===== config.mk =====
export PLATFORM = sky130hd
export DESIGN_NAME = fully_pipelined_adder
export DESIGN_NICKNAME = d
export VERILOG_FILES = /design/src/rtl/fully_pipelined_adder.sv
export SDC_FILE = /design/constraint.sdc
export NUM_CORES = 1
export LEC_CHECK = 0
export CORE_UTILIZATION = 50
export CTS_BUF_LIST = sky130_fd_sc_hd__clkbuf_8
export DETAILED_ROUTE_END_ITERATION = 10
export PLACE_DENSITY = 0.78
export SLEW_MARGIN = 20
export SYNTH_ARGS = -nofsm -noshare
export SYNTH_HDL_FRONTEND = slang
export SYNTH_SLANG_ARGS = --single-unit

===== constraint.sdc =====
create_clock -name clk -period 1.1 [get_ports clk]
set_input_delay 0.22 -clock clk [delete_from_list [all_inputs] [get_ports clk]]
set_output_delay 0.22 -clock clk [all_outputs]
set_load 0.01 [all_outputs]

===== src/rtl/fully_pipelined_adder.sv =====
// fully_pipelined_adder -- bit-level pipelined ripple adder.
//
// Each bit has its own 1-bit full adder stage. The carry is registered
// between stages, so no combinational path crosses more than one full adder.
// Operand bits are skewed on the way in and sum bits are deskewed on the way
// out, so a new operation can enter every cycle and all result bits come out
// together, WIDTH-1 edges after the operands are sampled.
//
// Parameters:
//   WIDTH      operand/sum width, 1..64 (default 4)
// Ports:
//   s          registered sum, (a+b+cin) mod 2^WIDTH
//   c          registered carry-out, bit WIDTH of a+b+cin
//   a, b       unsigned addends, sampled every rising edge
//   cin        carry-in, sampled with a/b
//   clk        clock, rising edge
//   rst        asynchronous active-high reset; clears every pipeline register
//   in_valid   (FULLY_PIPELINED_ADDER_VALID_EN only) tag for the operands
//   out_valid  (FULLY_PIPELINED_ADDER_VALID_EN only) tag aligned with s/c
//
// Build option: define FULLY_PIPELINED_ADDER_VALID_EN to add the in_valid and
// out_valid ports and the valid shift register. The default build has no
// valid logic.

// One bit lane. IDX skew registers delay the operand bits so they meet the
// carry of the same operation. One full-adder stage registers the sum bit and
// the carry. WIDTH-1-IDX deskew registers then align the sum bit with the
// top lane.
module fully_pipelined_adder_lane #(
    parameter int WIDTH = 4,
    parameter int IDX   = 0
) (
    input  logic clk,
    input  logic rst,
    input  logic a_bit,
    input  logic b_bit,
    input  logic ci,
    output logic co,
    output logic s_bit
);
    localparam int DSK = WIDTH - 1 - IDX;

    logic a_q, b_q;
    logic s_r;

    generate
        if (IDX == 0) begin : g_noskew
            assign a_q = a_bit;
            assign b_q = b_bit;
        end else begin : g_skew
            logic [IDX-1:0] a_sr, b_sr;
            logic [IDX:0]   a_ch, b_ch;
            // Element 0 of each chain is the live input bit.
            assign a_ch = {a_sr, a_bit};
            assign b_ch = {b_sr, b_bit};
            always_ff @(posedge clk or posedge rst) begin
                if (rst) begin
                    a_sr <= '0;
                    b_sr <= '0;
                end else begin
                    a_sr <= a_ch[IDX-1:0];
                    b_sr <= b_ch[IDX-1:0];
                end
            end
            assign a_q = a_ch[IDX];
            assign b_q = b_ch[IDX];
        end
    endgenerate

    always_ff @(posedge clk or posedge rst) begin
        if (rst) begin
            s_r <= 1'b0;
            co  <= 1'b0;
        end else begin
            s_r <= a_q ^ b_q ^ ci;
            co  <= (a_q & b_q) | (ci & (a_q ^ b_q));
        end
    end

    generate
        if (DSK == 0) begin : g_nodeskew
            assign s_bit = s_r;
        end else begin : g_deskew
            logic [DSK-1:0] d_sr;
            logic [DSK:0]   s_ch;
            assign s_ch = {d_sr, s_r};
            always_ff @(posedge clk or posedge rst) begin
                if (rst) d_sr <= '0;
                else     d_sr <= s_ch[DSK-1:0];
            end
            assign s_bit = s_ch[DSK];
        end
    endgenerate
endmodule

module fully_pipelined_adder #(
    parameter int WIDTH = 4
) (
    output logic [WIDTH-1:0] s,
    output logic             c,
    input  logic [WIDTH-1:0] a,
    input  logic [WIDTH-1:0] b,
    input  logic             cin,
    input  logic             clk,
    input  logic             rst
`ifdef FULLY_PIPELINED_ADDER_VALID_EN
    ,
    input  logic             in_valid,
    output logic             out_valid
`endif
);
    // cy[i] is the carry into lane i. cy[0] is the live carry-in. Each
    // higher entry is the registered carry-out of the lane below.
    logic [WIDTH:0] cy;
    assign cy[0] = cin;

    genvar gi;
    generate
        for (gi = 0; gi < WIDTH; gi++) begin : g_lane
            fully_pipelined_adder_lane #(.WIDTH(WIDTH), .IDX(gi)) u_lane (
                .clk   (clk),
                .rst   (rst),
                .a_bit (a[gi]),
                .b_bit (b[gi]),
                .ci    (cy[gi]),
                .co    (cy[gi+1]),
                .s_bit (s[gi])
            );
        end
    endgenerate

    // The top lane's carry register is already aligned with the deskewed sum.
    assign c = cy[WIDTH];

`ifdef FULLY_PIPELINED_ADDER_VALID_EN
    // WIDTH registers deep, which matches the data latency of WIDTH-1 edges
    // after sampling.
    logic [WIDTH-1:0] vld_q;
    logic [WIDTH:0]   vld_pipe;
    assign vld_pipe = {vld_q, in_valid};
    always_ff @(posedge clk or posedge rst) begin
        if (rst) vld_q <= '0;
        else     vld_q <= vld_pipe[WIDTH-1:0];
    end
    assign out_valid = vld_q[WIDTH-1];
`endif
endmodule


==> metrics <==
largest net degree at the start of global routing 27; CP Cell Sequence fa_1; setup violators final 0; CTS tree yes; synth-to-layout area growth 26.8%; I/O pin count 16; Seq/Total Area, Yosys 85.1%; DRC 0; clk buf depth 2; RSZ-0062 raised after global routing no; initial antenna violation count 0; hold crit path type in -> async; post-synthesis register bit count 26; GR Overflow Total 0; Crit path buffers/inverters 0; DRT iter0 DRCs 0; syn avg cell area 21.8 um^2; DIE WIDTH 41.1 um; Clock Skews 1.45 ps; met3 wire len 67 um; share of post-route cells with drive strength above 1 19.6%; Post-Synth Adder-Cell Area 10.5%; max cap viols 0; Post CTS Setup Buffer Count 0; cells after synthesis 35; Simple-Gate Fraction of Synth Area 0%; fin nets 67; R2R setup slack 110 ps; Starting Density 56.0%; min Tclk post-route 992 ps; synth warn 0; routed len/inst 11.1 um; # fillers 90; H-tree depth 1; Synth Area in Compound Gates 0%; PortBufs 15; Worst-Skew Late Latency 260 ps; P per Cell Area 2020 nW/um^2; uppermost layer routed met4; wl on met1 270 um; worst-margin pin slew 131 ps; Pleak 0.000442 uW; Slew headroom 91.3%; Cell Rows 13; crit path DAT 1130 ps; Yosys cell types 4; hpwl dp 502 um; largest family of logic cells by synthesized area adder cells; fmax 1.01 GHz; Die ar. 1690 um^2; Crit Path Max Fanout 1; Max Slew Vio Count 0; Ant. Diodes 0; root buffer cell clkbuf_8; gpl congestion 0.654; vias 313; CP Class reg -> reg; core area 1370 um^2; remaining antenna violation count 0; cell with the largest stage delay on the worst path fa_1; syn_nets 50; Data required, critical path 1240 ps; Critical Path Start Type flip-flop; highest ir drop seen on vdd 1490 uV; final WL 731 um; vias in the first global route 295; Sink Count 26; # placed instances 62; clk slew on worst S/H paths 80 ps; first-pass GRT wire length 1.12 mm; Die Height 41.1 um; met2 WL 376 um; Num CTS Buffers 3; Final Hold Vio Count 0; final core occ 71.0%; Worst path max stage delay 480 ps; CP top delay family adder cells; CP Capture Type flip-flop; synthesized area 764 um^2; vias per cell 4.74; post-synthesis mux area share 0%; Layout Cells excl Fill 66; run status finished, final reports clean; fin crit share 90.1%; XOR/XNOR Fraction of Synth Area 0%; first-pass detailed-route iteration total 1; gr usage total 11.9%
==> registers in the layout (all words and copies together), names as in the netlist <==
name                         cells
g_lane.u_lane.g_skew.b_sr        5
g_lane.u_lane.g_deskew.d_sr      5
g_lane.u_lane.b_q                1
g_lane.u_lane.s_bit              2
g_lane.u_lane.s_r                3
g_lane.u_lane.a_q                1
g_lane.u_lane.co                 4
g_lane.u_lane.g_skew.a_sr        5
==> Yosys cell counts <==
| cell type | instances | share of area, % |
|---|---|---|
| dfrtp_1 | 26 | 85 |
| buf_4 | 4 | 3.9 |
| fa_1 | 4 | 10 |
| inv_1 | 1 | 0.49 |
==> path summary, 6_finish.rpt <==
check | startpoint | cells after the start | endpoint
min in group clk | g_lane[3].u_lane.g_skew.b_sr[0] | 0 | g_lane[3].u_lane.g_skew.b_sr[1]
max in group asynchronous | rst | 3 | g_lane[0].u_lane.co
setup / recovery | g_lane[0].u_lane.co | 1 | g_lane[1].u_lane.s_r
setup reg to reg | g_lane[0].u_lane.co | 1 | g_lane[1].u_lane.s_r
hold reg to reg | g_lane[3].u_lane.g_skew.b_sr[0] | 0 | g_lane[3].u_lane.g_skew.b_sr[1]
hold / removal | rst | 3 | g_lane[2].u_lane.s_bit
==> routing by layer <==
| metal | GRT usage (%) | up-vias |
|---|---|---|
| met5 | 0 | - |
| met4 | 9.68 | 0 |
| met3 | 4.89 | 4 |
| met2 | 19.5 | 18 |
| met1 | 11.6 | 160 |
| li1 | - | 131 |
==> stage by stage <==
stage	setup WS [ps]	setup TNS (ps)	hold slack [ps]	cell area, um^2	power [uW]
CTS	10.3	0	270	995	2010
detailed placement	-169	-269	335	923	1270
global placement	-148	-242	332	923	1250
floorplan	150	0	251	764	1180
global route	79.2	0	288	970	2050
finish	108	0	269	970	1960
==> cell type report <==
cell class                      count  area, um^2  share of cell area (%)
Inverter                            1        3.75                   0.387
Sequential cell                    26         651                    67.1
Timing Repair Buffer               16         145                    15.0
Clock inverter                      1        30.0                    3.10
Multi-Input combinational cell      4        80.1                    8.26
Clock buffer                        3        41.3                    4.26
Tap cell                           15        18.8                    1.94
==> report_power, final <==
part | internal, uW | switching (uW) | leakage, uW | total (uW)
clock network | 486 | 265 | 0.0000357 | 751
logic | 70.2 | 57.9 | 0.000104 | 128
registers | 1050 | 31.1 | 0.000303 | 1080
total | 1610 | 354 | 0.000442 | 1960
==> what timing repair did <==
| item | in CTS | in global routing |
|---|---|---|
| hold buffers | 0 | 0 |
| gates resized for setup | 10 | 5 |
| setup endpoints to repair | 5 | 5 |
==> placed cells by master, fill, tap and decap left out, drive strengths merged <==
cell type,count
dfrtp,26
clkdlybuf4s50,10
clkbuf,8
fa,4
inv,1
bufinv,1
buf,1
==> tightest hold or removal path: cells and delay by family <==
kind                   cells  cell delay (ps)
buffers and inverters      3              660
==> kinds of logic after synthesis <==
kind of cell / Yosys count
flip-flops: 26
buffers and inverters: 5
adder cells (fa/ha/maj): 4
No activity file was read; power rests on OpenSTA's default activity.
